[config.mk]
export PLATFORM = sky130hd
export DESIGN_NAME = rate_divisor_ctrl
export DESIGN_NICKNAME = d
export VERILOG_FILES = /design/src/rtl/rate_divisor_ctrl.sv
export SDC_FILE = /design/constraint.sdc
export NUM_CORES = 1
export LEC_CHECK = 0
export ABC_AREA = 1
export ABC_CLOCK_PERIOD_IN_PS = 5500
export CAP_MARGIN = 5
export CELL_PAD_IN_SITES_DETAIL_PLACEMENT = 0
export CELL_PAD_IN_SITES_GLOBAL_PLACEMENT = 1
export CORE_MARGIN = 2
export CORE_UTILIZATION = 47
export CTS_BUF_LIST = sky130_fd_sc_hd__clkbuf_16
export DETAILED_ROUTE_END_ITERATION = 6
export GPL_ROUTABILITY_DRIVEN = 0
export PLACE_DENSITY = 0.89
export SETUP_SLACK_MARGIN = 0.3
export SYNTH_ARGS = -nofsm -noshare
export SYNTH_HDL_FRONTEND = slang
export SYNTH_SLANG_ARGS = --single-unit
[constraint.sdc]
create_clock -name clk -period 5.5 [get_ports clk]
set_clock_uncertainty 0.15 [all_clocks]
set_input_delay 1.1 -clock clk [delete_from_list [all_inputs] [get_ports clk]]
set_output_delay 1.1 -clock clk [all_outputs]
set_load 0.02 [all_outputs]
[src/rtl/rate_divisor_ctrl.sv]
// rate_divisor_ctrl: pushbutton-driven saturating clock divisor with auto-repeat
// and a sample strobe that fires once every clk_divisor cycles.
module rate_divisor_ctrl #(
    parameter int          WIDTH         = 32,
    parameter int unsigned DEFAULT_DIV   = 6944,
    parameter int unsigned STEP          = 4,
    parameter int unsigned MIN_DIV       = 16,
    parameter int unsigned MAX_DIV       = 65535,
    parameter int unsigned HOLD_CYCLES   = 25_000_000,
    parameter int unsigned REPEAT_CYCLES = 2_500_000
) (
    input  logic             clk,
    input  logic             reset,
    input  logic             speedup,
    input  logic             speeddown,
    input  logic             restore,
    output logic [WIDTH-1:0] clk_divisor,
    output logic             tick,
    output logic             at_min,
    output logic             at_max
);
    localparam int WX = WIDTH + 1;
    localparam logic [WIDTH:0]   MIN_X  = WX'(MIN_DIV);
    localparam logic [WIDTH:0]   MAX_X  = WX'(MAX_DIV);
    localparam logic [WIDTH:0]   STEP_X = WX'(STEP);
    localparam logic [WIDTH-1:0] DEF    = WIDTH'(DEFAULT_DIV);
    localparam logic [WIDTH-1:0] ONE    = 1;

    typedef enum logic [1:0] {IDLE, HOLD, REPEAT} state_t;
    typedef enum logic [1:0] {NONE, UP, DOWN} dir_t;

    state_t           state;
    dir_t             dir, held;
    logic             su_q, sd_q, wrap;
    logic [31:0]      cnt;
    logic [WIDTH-1:0] tcnt, stepped;
    logic [WIDTH:0]   div_x, sum_x;

    // Step math is one bit wider than the divisor so saturation never sees a wrap.
    always_comb begin
        dir     = (su_q && !sd_q) ? UP : (sd_q && !su_q) ? DOWN : NONE;
        div_x   = {1'b0, clk_divisor};
        sum_x   = div_x + STEP_X;
        stepped = (dir == UP) ? WIDTH'((div_x < MIN_X + STEP_X) ? MIN_X : div_x - STEP_X)
                              : WIDTH'((sum_x > MAX_X) ? MAX_X : sum_x);
        wrap    = tcnt >= clk_divisor - ONE;
    end

    assign at_min = clk_divisor == WIDTH'(MIN_DIV);
    assign at_max = clk_divisor == WIDTH'(MAX_DIV);

    always_ff @(posedge clk) begin
        if (!reset) begin
            su_q        <= 1'b0;
            sd_q        <= 1'b0;
            state       <= IDLE;
            held        <= NONE;
            cnt         <= '0;
            clk_divisor <= DEF;
        end else begin
            su_q <= speedup;
            sd_q <= speeddown;
            if (restore) begin
                clk_divisor <= DEF;
                state       <= IDLE;
                cnt         <= '0;
            end else if (state == IDLE) begin
                if (dir != NONE) begin
                    clk_divisor <= stepped;
                    held        <= dir;
                    state       <= HOLD;
                    cnt         <= 32'(HOLD_CYCLES - 1);
                end
            end else if (dir != held) begin
                state <= IDLE;
            end else if (cnt == 32'd0) begin
                clk_divisor <= stepped;
                state       <= REPEAT;
                cnt         <= 32'(REPEAT_CYCLES - 1);
            end else begin
                cnt <= cnt - 32'd1;
            end
        end
    end

    // A count left above a freshly shrunk divisor wraps on the next edge.
    always_ff @(posedge clk) begin
        if (!reset) begin
            tcnt <= '0;
            tick <= 1'b0;
        end else begin
            tick <= wrap;
            tcnt <= wrap ? '0 : tcnt + ONE;
        end
    end
endmodule

==> metrics.txt, run 1 <==
measured slew at the worst slew-check pin=973 ps; clk sinks=102; register area=2040 um2; FILL cells=1854; Layout area overhead=9.30%; setup violators final=0; RSZ-0062 raised after global routing=false; fin crit share=0.762; PD cells=211 nW/um2; Avg Inst Size Synth=6.33 um2; Worst Reg2Reg Path Length in Cells=19; multi-input logic area=5200 um2; post-CTS setup buffers=0; DRT antenna net count=0; Final Slew Violations=0; largest net degree at the start of global routing=46; I/O Buffers=39; CTS root buf=clkbuf_16; yosys warns=0; Top Ports=40; drt first pass iters=5; Netlist cell types=46; Cells after Synth=1290; Longest Clk Path Bufs=2; Initial Utilization=0.477; vias in the first global route=7395; Clk pin slew, worst setup/hold paths=80 ps; DP Wirelength=18400 um; MaxCap Viol Count=0; TNS Setup=0 ps; Lkg Pwr=0.00390 uW; Diodes inserted=0; Max VDD drop=0.204 mV; share of flip-flops with an asynchronous set or reset=0; CP arrival=4270 ps; Post-CTS Resized=0; cts-stage hold buffer count=0; DRC=0; total gr overflow=0; worst r2r src=clk_divisor[2]; Hold Vio Cnt, Final=0; dpl cell area=8660 um2; CP Launch Type=flip-flop; Yosys reg bits=102; design area=8920 um2; WL final=24200 um; sequential share of power=0.430; clock share of power=0.327; ys flop type=dfxtp_1; Hold Path Stages=2; Switching Share=0.355; Max transition margin=0.350; die width=136 um; switching pwr=666 uW; DRT iter0 DRCs=682; hold slack=312 ps; Setup CP Type=flip-flop to flip-flop; min Tclk post-route=4190 ps; CP Max Fanout=32; Critical Path Source=clk_divisor[2]; first-pass GRT wire length=39100 um; die area=18400 um2; EDFF count, synth=0; Post-Syn Nets=1338; CTS tree=done; share of cells above drive strength 1=0.0551; power share of the combinational group=0.243; H-tree Lvls=3; nets=1349; via count=8345; Die Ht=136 um; Crit. End Element=flip-flop; CP required=5580 ps; clock latency on the worst-skew pair=350 ps; CTS buffer count=9; average via count per standard cell=5.45; num rows=48; Hold/Removal Path Class=flip-flop to flip-flop; Cell Int Power=1210 uW; Worst Hold Launch=held[0]; fmax=239 MHz; synthesized area=8160 um2; initial antenna violation count=0; Core ar.=17100 um2; gr usage total=0.269; outcome=complete, no violations; WL per Instance=15.8 um; Seq/Total Area, Yosys=0.250
-- layer usage --
metal  GRT usage  vias to the layer above  share of wire
li1            -                     4218              -
met1       0.426                     3813           0.52
met2       0.384                      291           0.41
met3      0.0333                       23          0.067
met4      0.0567                        0          0.012
met5           0                        -              0
-- synthesized netlist by cell type (3+ instances only) --
master      n  area share
dfxtp_1   102        0.25
nor4_1     17       0.013
o22ai_1     4      0.0031
nand2_1   251        0.12
clkbuf_1   17      0.0078
or2_2       7      0.0054
inv_1     176       0.081
a221oi_1    3      0.0032
buf_4       6      0.0055
nor2_4      6      0.0083
nand3_1    84       0.051
nor3_1     44       0.027
a211oi_1   16       0.015
nor2_2     13       0.010
a21oi_1    80       0.049
and3_1      3      0.0023
xor2_1     77       0.083
inv_2       7      0.0032
o211ai_1    3      0.0028
nor2_1    178       0.082
xnor2_1     6      0.0064
nand4_1    33       0.025
a21oi_2     5      0.0054
nand2_2     9      0.0069
o21ai_0    45       0.028
ha_1       43       0.066
a31oi_1     8      0.0061
buf_2      20       0.012
o21bai_1    4      0.0037
-- placed cells by master (no fill, tap or decap), drive strengths merged --
| cell type | count |
|---|---|
| a211oi | 16 |
| a21oi | 85 |
| a221oi | 3 |
| a22oi | 1 |
| a31o | 1 |
| a31oi | 8 |
| and2 | 1 |
| and3 | 3 |
| buf | 6 |
| clkbuf | 9 |
| clkdlybuf4s50 | 39 |
| clkinv | 9 |
| dfxtp | 102 |
| ha | 43 |
| inv | 183 |
| nand2 | 261 |
| nand3 | 86 |
| nand3b | 2 |
| nand4 | 33 |
| nor2 | 197 |
| nor3 | 45 |
| nor3b | 1 |
| nor4 | 18 |
| nor4b | 1 |
| o211ai | 3 |
| o21a | 2 |
| o21ai | 47 |
| o21bai | 4 |
| o221ai | 2 |
| o22ai | 4 |
| o41ai | 1 |
| or2 | 7 |
| xnor2 | 6 |
| xor2 | 77 |
-- area by class of cell --
class | instances | share of cell area
sequential | 102 | 0.229
clock buffer | 9 | 0.0252
tap | 225 | 0.0315
clock inverter | 7 | 0.00463
multi-input combinational | 958 | 0.583
inverter | 185 | 0.0778
timing repair buffer | 45 | 0.0488
-- worst paths after layout --
path	to	slack [ps]
worst max-delay path	tcnt[8]	1310
worst min-delay path	held[0]	310
worst max register to register	tcnt[8]	1310
worst min register to register	held[0]	310
-- logic make-up (layout without fill, tap and decap cells) --
logic type,Yosys count,count (layout),share of synthesized area
adders and majority gates,43,43,0.0659
buffers and inverters,230,246,0.112
AOI/OAI and AO/OA,177,177,0.124
and+or+nand+nor,655,655,0.359
DFF,102,102,0.250
xor gates and xnor gates,83,83,0.0890
-- flip-flops by register name, indices dropped and copies added (netlist names) --
register	count
state	2
tcnt	32
su_q	1
cnt	32
tick	1
held	2
sd_q	1
clk_divisor	31
-- power groups by stage --
| stage | registers [uW] | clock network, uW | logic (uW) |
|---|---|---|---|
| floorplan | 812 | 0 | 338 |
| global placement | 824 | 0 | 448 |
| detailed placement | 823 | 0 | 450 |
| CTS | 806 | 624 | 453 |
| global route | 811 | 652 | 512 |
| finish | 808 | 615 | 457 |
-- worst max-delay path, stage by stage (launching register included) --
cell	delay, ps
dfxtp_1	400
inv_2	220
ha_1	270
inv_1	90
nor2_1	140
inv_1	100
nor2_2	190
nand2_1	140
nor2_1	270
and3_1	270
nand2_1	80
xor2_1	150
ha_1	300
nand2_1	60
nor3_1	260
and3_1	290
nand4_1	120
nand4_1	110
buf_4	350
nor2_1	90
-- through the flow --
step / total power, uW / util / std cells / setup slack [ps]
CTS: 1880 / 0.521 / 1531 / 1380
global route: 1980 / 0.521 / 1531 / 922
global placement: 1270 / 0.506 / 1515 / 1470
detailed placement: 1270 / 0.506 / 1515 / 1430
floorplan: 1150 / - / 1290 / 2070
finish: 1880 / 0.521 / 1531 / 1310
Power figures use the tool's default switching activity.
==> run 2, diff against run 1 <==
Settings changed: ABC_CLOCK_PERIOD_IN_PS 5500 to 3500, CORE_UTILIZATION 47 to 40, PLACE_DENSITY 0.89 to 0.81.
Clock period 5.5 ns to 3.5 ns, I/O delays scaled along.
==> run 2 against run 1 <==
Compared with the run above:
- sequential share of layout area shrank 2.7 points
- first-iteration DRC count increased by 8.1%
- non-clock buffer count grew 83
- sequential power rose by 53%
- global-route usage decreased by 2.2 points
- critical path type unchanged
- largest cell class unchanged
- largest power group unchanged
==> metrics.txt, run 2 (same netlist as run 1, synthesis figures left out) <==
Post-Place Worst Slack=156 ps (was 1430 ps); Max transition margin=0.326 (was 0.350); Lkg Pwr=0.00444 uW (was 0.00390 uW); TNS Setup=0 ps (unchanged); die area=21600 um2 (was 18400 um2); global route hottest layer=met2 (was met1); Hold Path Stages=2 (unchanged); Final Non-Filler Cells=1659 (was 1531); Worst Hold Launch=held[0] (unchanged); Final Slew Violations=0 (unchanged); Max VDD drop=0.227 mV (was 0.204 mV); Top Ports=40 (unchanged); first-pass GRT wire length=42200 um (was 39100 um); gr usage total=0.247 (was 0.269); I/O Buffers=39 (unchanged); drt first pass iters=5 (unchanged); Inst Count DP=1610 (was 1515); MaxCap Viol Count=0 (unchanged); share of cells above drive strength 1=0.176 (was 0.0551); clk sinks=102 (unchanged); CP Max Fanout=8 (was 32); fmax=300 MHz (was 239 MHz); H-tree Lvls=3 (unchanged); Hold Vio Cnt, Final=0 (unchanged); WHS Endpoint=held[0] (unchanged); nets=1432 (was 1349); CP required=3640 ps (was 5580 ps); slowest CP cell=dfxtp_4 (was dfxtp_1); RSZ-0062 raised after global routing=true (was false); total gr overflow=0 (unchanged); met2 Use GR=0.377 (was 0.384); Longest Clk Path Bufs=2 (unchanged); DRT antenna net count=0 (unchanged); setup violators final=0 (unchanged); largest net degree at the start of global routing=46 (unchanged); outcome=complete, no violations (unchanged); DRT iter0 DRCs=737 (was 682); min Tclk post-route=3330 ps (was 4190 ps); CTS buffer count=9 (unchanged); reg2reg setup slack=170 ps (was 1310 ps); CTS root buf=clkbuf_16 (unchanged); cts-stage hold buffer count=0 (unchanged); Worst Reg2Reg Path Length in Cells=18 (was 19); CP arrival=3470 ps (was 4270 ps); Crit. End Element=flip-flop (unchanged); Layout area overhead=24.7% (was 9.30%); Die Ht=147 um (was 136 um); GR met3 Demand/Resource=0.0351 (was 0.0333); via count=8739 (was 8345); DRC=0 (unchanged); Crit path largest cell delay=370 ps (was 400 ps); die width=147 um (was 136 um); CP Launch Type=flip-flop (unchanged); Hold/Removal Path Class=flip-flop to flip-flop (unchanged); most common cell after layout, fill and taps aside=nand2_1 (unchanged); most frequent cells in the layout=245 x nand2_1, 169 x inv_1, 149 x nor2_1 (was 251 x nand2_1, 178 x nor2_1, 176 x inv_1); vias in the first global route=7768 (was 7395); average via count per standard cell=5.27 (was 5.45); num rows=52 (was 48); Clk pin slew, worst setup/hold paths=80 ps (about the same); largest registers=cnt (32), tcnt (32), clk_divisor (31) (unchanged); initial antenna violation count=0 (unchanged); R2R Path End=tcnt[14] (was tcnt[8]); clock latency on the worst-skew pair=370 ps (was 350 ps); Diodes inserted=0 (unchanged); Initial Utilization=0.406 (was 0.477); Core ar.=20100 um2 (was 17100 um2); crit path cell chain=nor2_4 > buf_6 > buf_6 > nand2_4 > nor2_4 > inv_2 > nor3_4 > nand2_1 > xor2_1 > ha_1 > a21oi_2 > o21a_1 > o221ai_2 > a21oi_2 > nand4_1 > buf_4 > buf_12 > nor3_4 (was inv_2 > ha_1 > inv_1 > nor2_1 > inv_1 > nor2_2 > nand2_1 > nor2_1 > and3_1 > nand2_1 > xor2_1 > ha_1 > nand2_1 > nor3_1 > and3_1 > nand4_1 > nand4_1 > buf_4 > nor2_1); WL per Instance=16.5 um (was 15.8 um); fin crit share=0.952 (was 0.762); DP Wirelength=19800 um (was 18400 um); WL final=27300 um (was 24200 um); worst r2r src=clk_divisor[5] (was clk_divisor[2]); PnR worst setup slack=168 ps (was 1310 ps); CTS tree=done (unchanged); Setup CP Type=flip-flop to flip-flop (unchanged); PD cells=318 nW/um2 (was 211 nW/um2); measured slew at the worst slew-check pin=1010 ps (was 973 ps); met1 Use GR=0.368 (was 0.426); fin util=0.506 (was 0.521)
## run 2: worst max-delay path, delay by kind of cell, from the launching register on
family / cells / cell delay (ps)
adders and majority gates: 1 / 330
AOI/OAI and AO/OA: 4 / 700
DFF: 1 / 370
buffers and inverters: 5 / 600
xor gates and xnor gates: 1 / 170
and+or+nand+nor: 7 / 930
## run 2: power by group
part / total, uW / internal, uW / switching (uW)
sequential: 1240 / 1200 / 44.3
clock: 1090 / 566 / 525
combinational: 902 / 313 / 590
total: 3240 / 2080 / 1160
## run 2: layout make-up
| class | instances | area, um2 |
|---|---|---|
| fill | 2039 | 9920 |
| multi-input combinational | 958 | 5650 |
| sequential | 102 | 2050 |
| timing repair buffer | 128 | 1140 |
| inverter | 185 | 697 |
| tap | 270 | 338 |
| clock buffer | 9 | 225 |
| clock inverter | 7 | 80.1 |
## run 2: worst max path at each step
stage	startpoint	endpoint	slack, ps	depth (start not counted)
finish	clk_divisor[5]	tcnt[14]	170	18
global route	clk_divisor[5]	tcnt[26]	50	18
CTS	clk_divisor[2]	at_max	250	8
detailed placement	clk_divisor[3]	tcnt[14]	160	19
global placement	clk_divisor[5]	tcnt[14]	240	17
floorplan	clk_divisor[2]	tcnt[14]	300	19
## run 2: per-layer routing
layer  wire length (um)  part of all wire
met5                  0                 0
met2              11800              0.43
met3               1760             0.064
met4                352             0.013
met1              13400              0.49
## run 2: per-stage QoR
step	instance area, um2	hold WS [ps]	total power (uW)
floorplan	8210	280	1810
global placement	9120	299	2060
detailed placement	9120	301	2060
CTS	9740	313	3200
global route	10200	335	3400
finish	10200	313	3240
## run 2: timing repair
item / 4_1_cts / 5_1_grt
cloned: 1 / 2
pin swaps: 12 / 21
buffers inserted: 16 / 14
endpoints found under the setup margin: 34 / 43
gates resized for setup: 44 / 78
